File: src/rtl/uart_rx_buf_con_if.sv
// uart_rx_buf_con_if: byte input strobe and line-output valid/ready bundle for the UART line assembler.
interface uart_rx_buf_con_if;
    logic [7:0]  rx_data;
    logic        rx_valid;
    logic [31:0] rbuf;
    logic [2:0]  rcount;
    logic        rvalid;
    logic        rready;
    logic        overflow;
    logic        overrun;
    modport master (output rx_data, rx_valid, rready, input rbuf, rcount, rvalid, overflow, overrun);
    modport slave (input rx_data, rx_valid, rready, output rbuf, rcount, rvalid, overflow, overrun);
endinterface

File: src/rtl/uart_rx_buf_con.sv
// uart_rx_buf_con: packs CR/LF-terminated UART text lines of up to MAX_BYTES payload bytes
// into a right-aligned word offered on a valid/ready port.
module uart_rx_buf_con #(
    parameter int MAX_BYTES   = 4,
    parameter bit STRIP_SPACE = 1
) (
    input logic               clk,
    input logic               rst_n,
    uart_rx_buf_con_if.slave  bus
);
    typedef enum logic [1:0] {IDLE, COLLECT, DISCARD} state_t;
    state_t      state, state_nx;
    logic [31:0] acc, acc_nx;
    logic [2:0]  cnt, cnt_nx;
    logic        done, ovf;
    logic        is_term, is_data, take, free;
    assign is_term = bus.rx_data == 8'd13 || bus.rx_data == 8'd10;
    assign is_data = !is_term && !(STRIP_SPACE && bus.rx_data == 8'd32);
    assign take    = bus.rvalid && bus.rready;
    assign free    = !bus.rvalid || take;
    always_comb begin
        state_nx = state;
        acc_nx   = acc;
        cnt_nx   = cnt;
        done     = 1'b0;
        ovf      = 1'b0;
        if (bus.rx_valid) begin
            case (state)
                IDLE: if (is_data) begin
                    acc_nx   = {24'd0, bus.rx_data};
                    cnt_nx   = 3'd1;
                    state_nx = COLLECT;
                end
                COLLECT: if (is_term) begin
                    done     = 1'b1;
                    acc_nx   = '0;
                    cnt_nx   = '0;
                    state_nx = IDLE;
                end else if (is_data) begin
                    ovf      = cnt == 3'(MAX_BYTES);
                    acc_nx   = ovf ? '0 : {acc[23:0], bus.rx_data};
                    cnt_nx   = ovf ? '0 : cnt + 3'd1;
                    state_nx = ovf ? DISCARD : COLLECT;
                end
                default: state_nx = is_term ? IDLE : DISCARD;
            endcase
        end
    end
    always_ff @(posedge clk or negedge rst_n) begin
        if (!rst_n) begin
            state        <= IDLE;
            acc          <= '0;
            cnt          <= '0;
            bus.rbuf     <= '0;
            bus.rcount   <= '0;
            bus.rvalid   <= 1'b0;
            bus.overflow <= 1'b0;
            bus.overrun  <= 1'b0;
        end else begin
            state        <= state_nx;
            acc          <= acc_nx;
            cnt          <= cnt_nx;
            bus.overflow <= ovf;
            bus.overrun  <= done && !free;
            // a completion may reuse the slot in the same cycle it is drained
            if (done && free) begin
                bus.rbuf   <= acc;
                bus.rcount <= cnt;
                bus.rvalid <= 1'b1;
            end else if (take) begin
                bus.rvalid <= 1'b0;
            end
        end
    end
endmodule

File: src/flat_wrapper.sv
// flat-port wrapper written by rule: the top's interface ports become plain ports
module uart_rx_buf_con_flat 
#(
    parameter int MAX_BYTES   = 4,
    parameter bit STRIP_SPACE = 1
)
  (clk, rst_n, bus_rx_data, bus_rx_valid, bus_rready, bus_rbuf, bus_rcount, bus_rvalid, bus_overflow, bus_overrun);
  uart_rx_buf_con_if bus_i ();
  input logic clk;
  input logic rst_n;
  input wire logic [$bits(bus_i.rx_data)-1:0] bus_rx_data;
  input wire logic [$bits(bus_i.rx_valid)-1:0] bus_rx_valid;
  input wire logic [$bits(bus_i.rready)-1:0] bus_rready;
  output wire logic [$bits(bus_i.rbuf)-1:0] bus_rbuf;
  output wire logic [$bits(bus_i.rcount)-1:0] bus_rcount;
  output wire logic [$bits(bus_i.rvalid)-1:0] bus_rvalid;
  output wire logic [$bits(bus_i.overflow)-1:0] bus_overflow;
  output wire logic [$bits(bus_i.overrun)-1:0] bus_overrun;
  assign bus_i.rx_data = bus_rx_data;
  assign bus_i.rx_valid = bus_rx_valid;
  assign bus_i.rready = bus_rready;
  assign bus_rbuf = bus_i.rbuf;
  assign bus_rcount = bus_i.rcount;
  assign bus_rvalid = bus_i.rvalid;
  assign bus_overflow = bus_i.overflow;
  assign bus_overrun = bus_i.overrun;
  uart_rx_buf_con #(.MAX_BYTES(MAX_BYTES), .STRIP_SPACE(STRIP_SPACE)) u_core (.clk(clk), .rst_n(rst_n), .bus(bus_i));
endmodule
File: config.mk
export PLATFORM = sky130hd
export DESIGN_NAME = uart_rx_buf_con_flat
export DESIGN_NICKNAME = d
export VERILOG_FILES = /design/src/rtl/uart_rx_buf_con_if.sv /design/src/rtl/uart_rx_buf_con.sv /design/src/flat_wrapper.sv
export SDC_FILE = /design/constraint.sdc
export NUM_CORES = 1
export LEC_CHECK = 0
export ABC_AREA = 1
export CAP_MARGIN = 30
export CORE_ASPECT_RATIO = 1.75
export CORE_MARGIN = 4
export CORE_UTILIZATION = 49
export CTS_BUF_LIST = sky130_fd_sc_hd__clkbuf_8
export DETAILED_ROUTE_END_ITERATION = 12
export PLACE_DENSITY = 0.73
export SYNTH_ARGS = -nofsm -noshare
export SYNTH_HDL_FRONTEND = slang
export SYNTH_SLANG_ARGS = --single-unit
File: constraint.sdc
create_clock -name clk -period 1.8 [get_ports clk]
set_input_delay 0.27 -clock clk [delete_from_list [all_inputs] [get_ports clk]]
set_output_delay 0.27 -clock clk [all_outputs]
set_load 0.01 [all_outputs]
==> metrics.csv, run 1 <==
metric,value,unit
post-route-min-period,1.65,ns
final_common_cell,nand2_1,
post-dp-hpwl,6320,um
row_count,41,
finalClockSkew,0.0104,ns
cts_tree,built,
rsz0062_at_grt,false,
power_density,1170,mW/mm^2
routedWlPerCell,13.7,um
post-route-period-util,91.5,%
syn_inst,480,
setup_viol,0,
io_buffers,49,
grt_use_total,21.5,%
coreArea,0.00723,sq mm
syn_area_per_cell,7.60,sq um
final_cell_mix,"174 x nand2_1, 75 x dfrtp_1, 66 x nor2_1",
fp.dieArea,0.00894,sq mm
grt_max_degree,48,
maxCapViolations,0,
syn2layout_area_growth,27.9,%
tightestPinTransition,0.516,ns
insertedDiodeCount,0,
antenna_found_initial,0,
cts_buffers,9,
ir_drop,0.000800,V
required,2.04,ns
dr.first_iter.drc_count,195,
ff2ff_path_depth,10,
drive_above_1_share,11.9,%
grt_pass1_wl,14900,um
dp_slack,-0.243,ns
drv_slew,0,
regToRegEndpoint,u_core.acc[29]$_DFFE_PN0P_,
synth.top_cell.area_share,51.5,%
leakagePower,0.00240,uW
ys_ff_latch,75,
grt_overflow,0,
ff2ff_setup_slack,0.20,ns
drt_first_pass_iters,5,
cts_max_path_buffers,2,
start_util,50.4,%
hold_viol_final,0,
finalPower,5460,uW
route.antenna.remaining_nets,0,
cts_setup_buffers,0,
clock_sinks,75,
hold_class,in2async,
synth_area_leaders,"dfrtp_1 51%, nand2_1 18%, nor2_1 6.9%",
fmax,607,MHz
die_h,122,um
slew_headroom,65.6,%
io_pins,50,
cts-root-buf,clkbuf_8,
synthesis.nets,494,
crit_fanout,47,
htree_levels,3,
ys_seq_area_share,51.5,%
netlist_area,0.00365,sq mm
via_per_inst,5.14,
fin_nets,563,
globalplace.congestion,0.847,
layout_setup_ws,0.154,ns
outcome,"finished, final reports clean",
die_w,73.2,um
drt_wl_total,8760,um
critPathLaunchType,input port,
worstPathArrival,1.89,ns
tns,0,ns
synth_cell_types,23,
vias,3290,
clkLatencyLatePin,0.36,ns
grt_pass1_vias,3196,
r2r_start,u_core.cnt[0]$_DFFE_PN0P_,
yosysWarnings,0,
drc,0,
synth_top_area_cell,dfrtp_1,
cts.clk_slew.worst_paths,0.08,ns
cp-end-kind,flip-flop,
timing_worst_setup_path_type,in2reg,
[synthesized netlist by cell type]
master and instances:
a21oi_1 4, buf_1 1, buf_2 8, buf_6 7, clkbuf_1 10, clkinv_1 2, dfrtp_1 75, ha_1 2
inv_1 41, inv_2 2, nand2_1 174, nand2_2 4, nand2_4 2, nand3_1 43, nand3_2 2, nand3_4 1
nand4_1 3, nor2_1 67, nor2_2 2, nor2_4 1, o21ai_0 2, o21ai_1 26, xnor2_1 1
[metal layers]
metal  GRT usage [%]  share of wire, %
met1            25.1                40
met2            37.5                54
met3            4.05               3.3
met4            9.35               2.9
met5               0                 0
[report_power, final]
| group | switching [uW] | internal (uW) | leakage [uW] | total, uW |
|---|---|---|---|---|
| combinational | 1070 | 700 | 0.00126 | 1770 |
| sequential | 221 | 2020 | 0.00102 | 2240 |
| clock | 633 | 820 | 0.000117 | 1450 |
| total | 1920 | 3540 | 0.00240 | 5460 |
[metrics by stage]
stage / hold WS [ns] / cell area, sq um / std cells / utilization (%)
after floorplan: -0.0256 / 3650 / 480 / -
after global placement: 0.265 / 4410 / 623 / 61.0
after detailed placement: 0.272 / 4410 / 623 / 61.0
after CTS: 0.436 / 4650 / 640 / 64.3
after global routing: 0.472 / 4660 / 640 / 64.5
final: 0.416 / 4660 / 640 / 64.5
[flip-flops by register name, summed over array words and instances, names as in the netlist]
| signal | cells |
|---|---|
| u_core.bus.overflow | 1 |
| u_core.bus.overrun | 1 |
| u_core.bus.rcount | 3 |
| u_core.acc | 32 |
| u_core.cnt | 3 |
| u_core.bus.rvalid | 1 |
| u_core.state | 2 |
| u_core.bus.rbuf | 32 |
[cell families after synthesis]
group	Yosys count	share of synthesized area [%]
adders and majority gates	2	0.686
and+or+nand+nor	299	34.2
AOI/OAI and AO/OA	32	4.39
buffers and inverters	71	9.02
DFF	75	51.5
xor gates and xnor gates	1	0.240
[critical path, cell delays in order]
cell             delay, ns
clkdlybuf4s50_1       0.43
inv_1                 0.08
nand2_1               0.05
nor2_1                0.25
nand2_4               0.15
nor2_4                0.12
nand3_2               0.15
buf_12                0.22
nand2_1               0.08
o21ai_1               0.06
[area by class of cell]
class | instances | area (sq um)
Clock buffer | 10 | 138
Multi-Input combinational cell | 334 | 1450
Inverter | 45 | 169
Tap cell | 86 | 108
Fill cell | 636 | 2570
Sequential cell | 75 | 1880
Timing Repair Buffer | 84 | 832
Clock inverter | 6 | 87.6
[how the worst max path moves through the flow]
stage / from / end / cells after the start
6_report: bus_rx_data[7] / u_core.bus.rbuf[14]$_DFFE_PN0P_ / 10
2_1_floorplan: u_core.cnt[0]$_DFFE_PN0P_ / u_core.acc[22]$_DFFE_PN0P_ / 10
3_3_place_gp: bus_rx_data[0] / u_core.bus.rbuf[26]$_DFFE_PN0P_ / 10
4_1_cts: bus_rx_data[0] / u_core.bus.rbuf[14]$_DFFE_PN0P_ / 11
5_1_grt: bus_rx_data[0] / u_core.bus.rbuf[14]$_DFFE_PN0P_ / 11
3_5_place_dp: bus_rx_data[0] / u_core.bus.rbuf[19]$_DFFE_PN0P_ / 11
[timing repair]
item,CTS,global route
hold endpoints to repair,35,0
hold buffers,1,0
endpoints found under the setup margin,0,35
gates resized for setup,0,4
Power figures use the tool's default switching activity.
==> run 2, diff against run 1 <==
DONT_BUFFER_PORTS = 1   (was unset)
GPL_ROUTABILITY_DRIVEN = 0   (was unset)
PLACE_DENSITY = unset   (was 0.73)
==> run 2 against run 1 <==
Effect of this change:
- worst hold slack got worse by 0.81 ns
- combinational power decreased by 16%
- clock power fell by 27%
- sequential cell count unchanged
- die area stayed put
- global-route usage is 1.4 points lower
- wire length is 7.5% lower
- largest cell class unchanged
- the flow now finishes with violations (hold timing)
- first-iteration DRC count fell by 21%
- setup slack worse by 0.017 ns
- sequential share of layout area rose by 8.5 points
- utilization decreased by 11 points
==> metrics.csv, run 2 (synthesis results as in run 1) <==
metric,value,unit,change
dpl.cell_count,553,,was 623
finalClockSkew,0.00640,ns,was 0.0104 ns
power_density,1250,mW/mm^2,was 1170 mW/mm^2
clock_sinks,75,,unchanged
io_buffers,0,,was 49
cts.clk_slew.worst_paths,0.07,ns,was 0.08 ns
placed_area,0.00370,sq mm,was 0.00441 sq mm
slowest_stage,dfrtp_1,,was clkdlybuf4s50_1
grt_pass1_wl,13800,um,was 14900 um
outcome,finished with violations,,"was finished, final reports clean"
drt_wl_total,8100,um,was 8760 um
cp_num_buf_inv,3,,unchanged
fmax,601,MHz,was 607 MHz
fin_area,0.00385,sq mm,was 0.00466 sq mm
setup_viol,0,,unchanged
hold_viol_final,75,,was 0
crit_fanout,21,,was 47
cp_slowest_stage_delay,0.38,ns,was 0.43 ns
final_util,53.3,%,was 64.5%
critPathLaunchType,flip-flop,,was input port
post-dp-hpwl,5610,um,was 6320 um
drt_first_pass_iters,5,,unchanged
combPwrFrac,31.0,%,was 32.3%
hold_ws,-0.390,ns,was 0.416 ns
power_frac_clock,22.1,%,was 26.6%
drc,0,,unchanged
hold_class,in2async,,unchanged
cp-end-kind,flip-flop,,unchanged
insertedDiodeCount,0,,unchanged
tightestPinTransition,0.386,ns,was 0.516 ns
drv_slew,0,,unchanged
row_count,41,,unchanged
p_sw_share,36.9,%,was 35.2%
ir_drop,0.000541,V,was 0.000800 V
final_cell_mix,"174 x nand2_1, 75 x dfrtp_1, 67 x nor2_1",,"was 174 x nand2_1, 75 x dfrtp_1, 66 x nor2_1"
fp.dieArea,0.00894,sq mm,unchanged
die_h,122,um,unchanged
cts-root-buf,clkbuf_8,,unchanged
cts_buffers,9,,unchanged
leakagePower,0.00205,uW,was 0.00240 uW
dr.first_iter.drc_count,154,,was 195
cts_max_path_buffers,2,,unchanged
worstPathArrival,1.95,ns,was 1.89 ns
post-route-min-period,1.66,ns,was 1.65 ns
grt_overflow,0,,unchanged
cts_tree,built,,unchanged
fin_cells,567,,was 640
post-route-period-util,92.4,%,was 91.5%
grt_max_degree,76,,was 48
grt_pass1_vias,2835,,was 3196
critPathMostFrequentCell,nand2_1,,unchanged
p_int,3030,uW,was 3540 uW
start_util,50.4,%,unchanged
clkLatencyLatePin,0.35,ns,was 0.36 ns
grt_use_total,20.1,%,was 21.5%
final_common_cell,nand2_1,,unchanged
die_w,73.2,um,unchanged
via_per_inst,5.03,,was 5.14
routedWlPerCell,14.3,um,was 13.7 um
antenna_found_initial,0,,unchanged
cts_resized,0,,unchanged
fin_nets,492,,was 563
largestRegisters,"u_core.acc (32), u_core.bus.rbuf (32)",,unchanged
vias,2850,,was 3290
required,2.09,ns,was 2.04 ns
tns,0,ns,unchanged
drive_above_1_share,8.11,%,was 11.9%
violations,hold timing,,
maxCapViolations,0,,unchanged
cts_setup_buffers,0,,unchanged
htree_levels,3,,unchanged
timing_worst_setup_path_type,reg2reg,,was in2reg
io_pins,50,,unchanged
pwr-share-seq,46.9,%,was 41.0%
netSwitchingPower,1770,uW,was 1920 uW
route.antenna.remaining_nets,0,,unchanged
cp_cell_sequence,inv_1 > ha_1 > nand2_1 > clkinv_1 > buf_4 > nor2_1 > nand2_1 > nor2_1 > nand3_1 > nand2_1,,was clkdlybuf4s50_1 > inv_1 > nand2_1 > nor2_1 > nand2_4 > nor2_4 > nand3_2 > buf_12 > nand2_1 > o21ai_1
slew_headroom,74.2,%,was 65.6%
critical_path.top_delay_family,simple AND/OR/NAND/NOR gates,,unchanged
coreArea,0.00723,sq mm,unchanged
syn2layout_area_growth,5.66,%,was 27.9%
rsz0062_at_grt,false,,unchanged
## run 2: path summary, 6_finish.rpt
path / cells after the start / start / slack [ns] / end
setup reg to reg: 10 / u_core.cnt[0]$_DFFE_PN0P_ / 0.14 / u_core.acc[28]$_DFFE_PN0P_
max in group asynchronous: 0 / rst_n / 2.08 / u_core.cnt[1]$_DFFE_PN0P_
hold / removal: 0 / rst_n / -0.39 / u_core.acc[2]$_DFFE_PN0P_
setup / recovery: 10 / u_core.cnt[0]$_DFFE_PN0P_ / 0.14 / u_core.acc[28]$_DFFE_PN0P_
min in group clk: 2 / bus_rx_valid / 0.07 / u_core.bus.overflow$_DFF_PN0_
hold reg to reg: 2 / u_core.acc[28]$_DFFE_PN0P_ / 0.47 / u_core.bus.rbuf[28]$_DFFE_PN0P_
## run 2: routing by layer
metal | wire length (um) | track usage [%] | vias up
met5 | 0 | 0 | -
met2 | 4350 | 34.7 | 46
met3 | 320 | 4.79 | 8
li1 | - | - | 1462
met4 | 124 | 7.51 | 0
met1 | 3300 | 23.7 | 1334
## run 2: per-stage QoR
stage,setup WS (ns),power [uW]
final,0.137,4800
after global routing,0.00580,5180
after CTS,0.134,4880
after detailed placement,0.0772,3800
after global placement,0.121,3780
after floorplan,0.337,3400
## run 2: area by class of cell
type                            instances  area, sq um
Clock inverter                          5         25.0
Timing Repair Buffer                   13          110
Tap cell                               86          108
Inverter                               45          169
Fill cell                             715         3380
Clock buffer                            9          124
Multi-Input combinational cell        334         1440
Sequential cell                        75         1880
## run 2: worst register-to-register path, cell delays in order, from the launching register on
cell      delay [ns]
dfrtp_1         0.38
inv_1           0.09
ha_1            0.19
nand2_1         0.11
clkinv_1        0.09
buf_4           0.21
nor2_1          0.13
nand2_1         0.06
nor2_1          0.15
nand3_1         0.10
nand2_1         0.08
## run 2: power by group through the flow
stage | logic (uW) | clock network [uW] | registers [uW]
after floorplan | 1170 | 0 | 2230
after global placement | 1500 | 0 | 2280
after detailed placement | 1510 | 0 | 2290
after CTS | 1520 | 1100 | 2250
after global routing | 1730 | 1150 | 2300
final | 1490 | 1060 | 2250
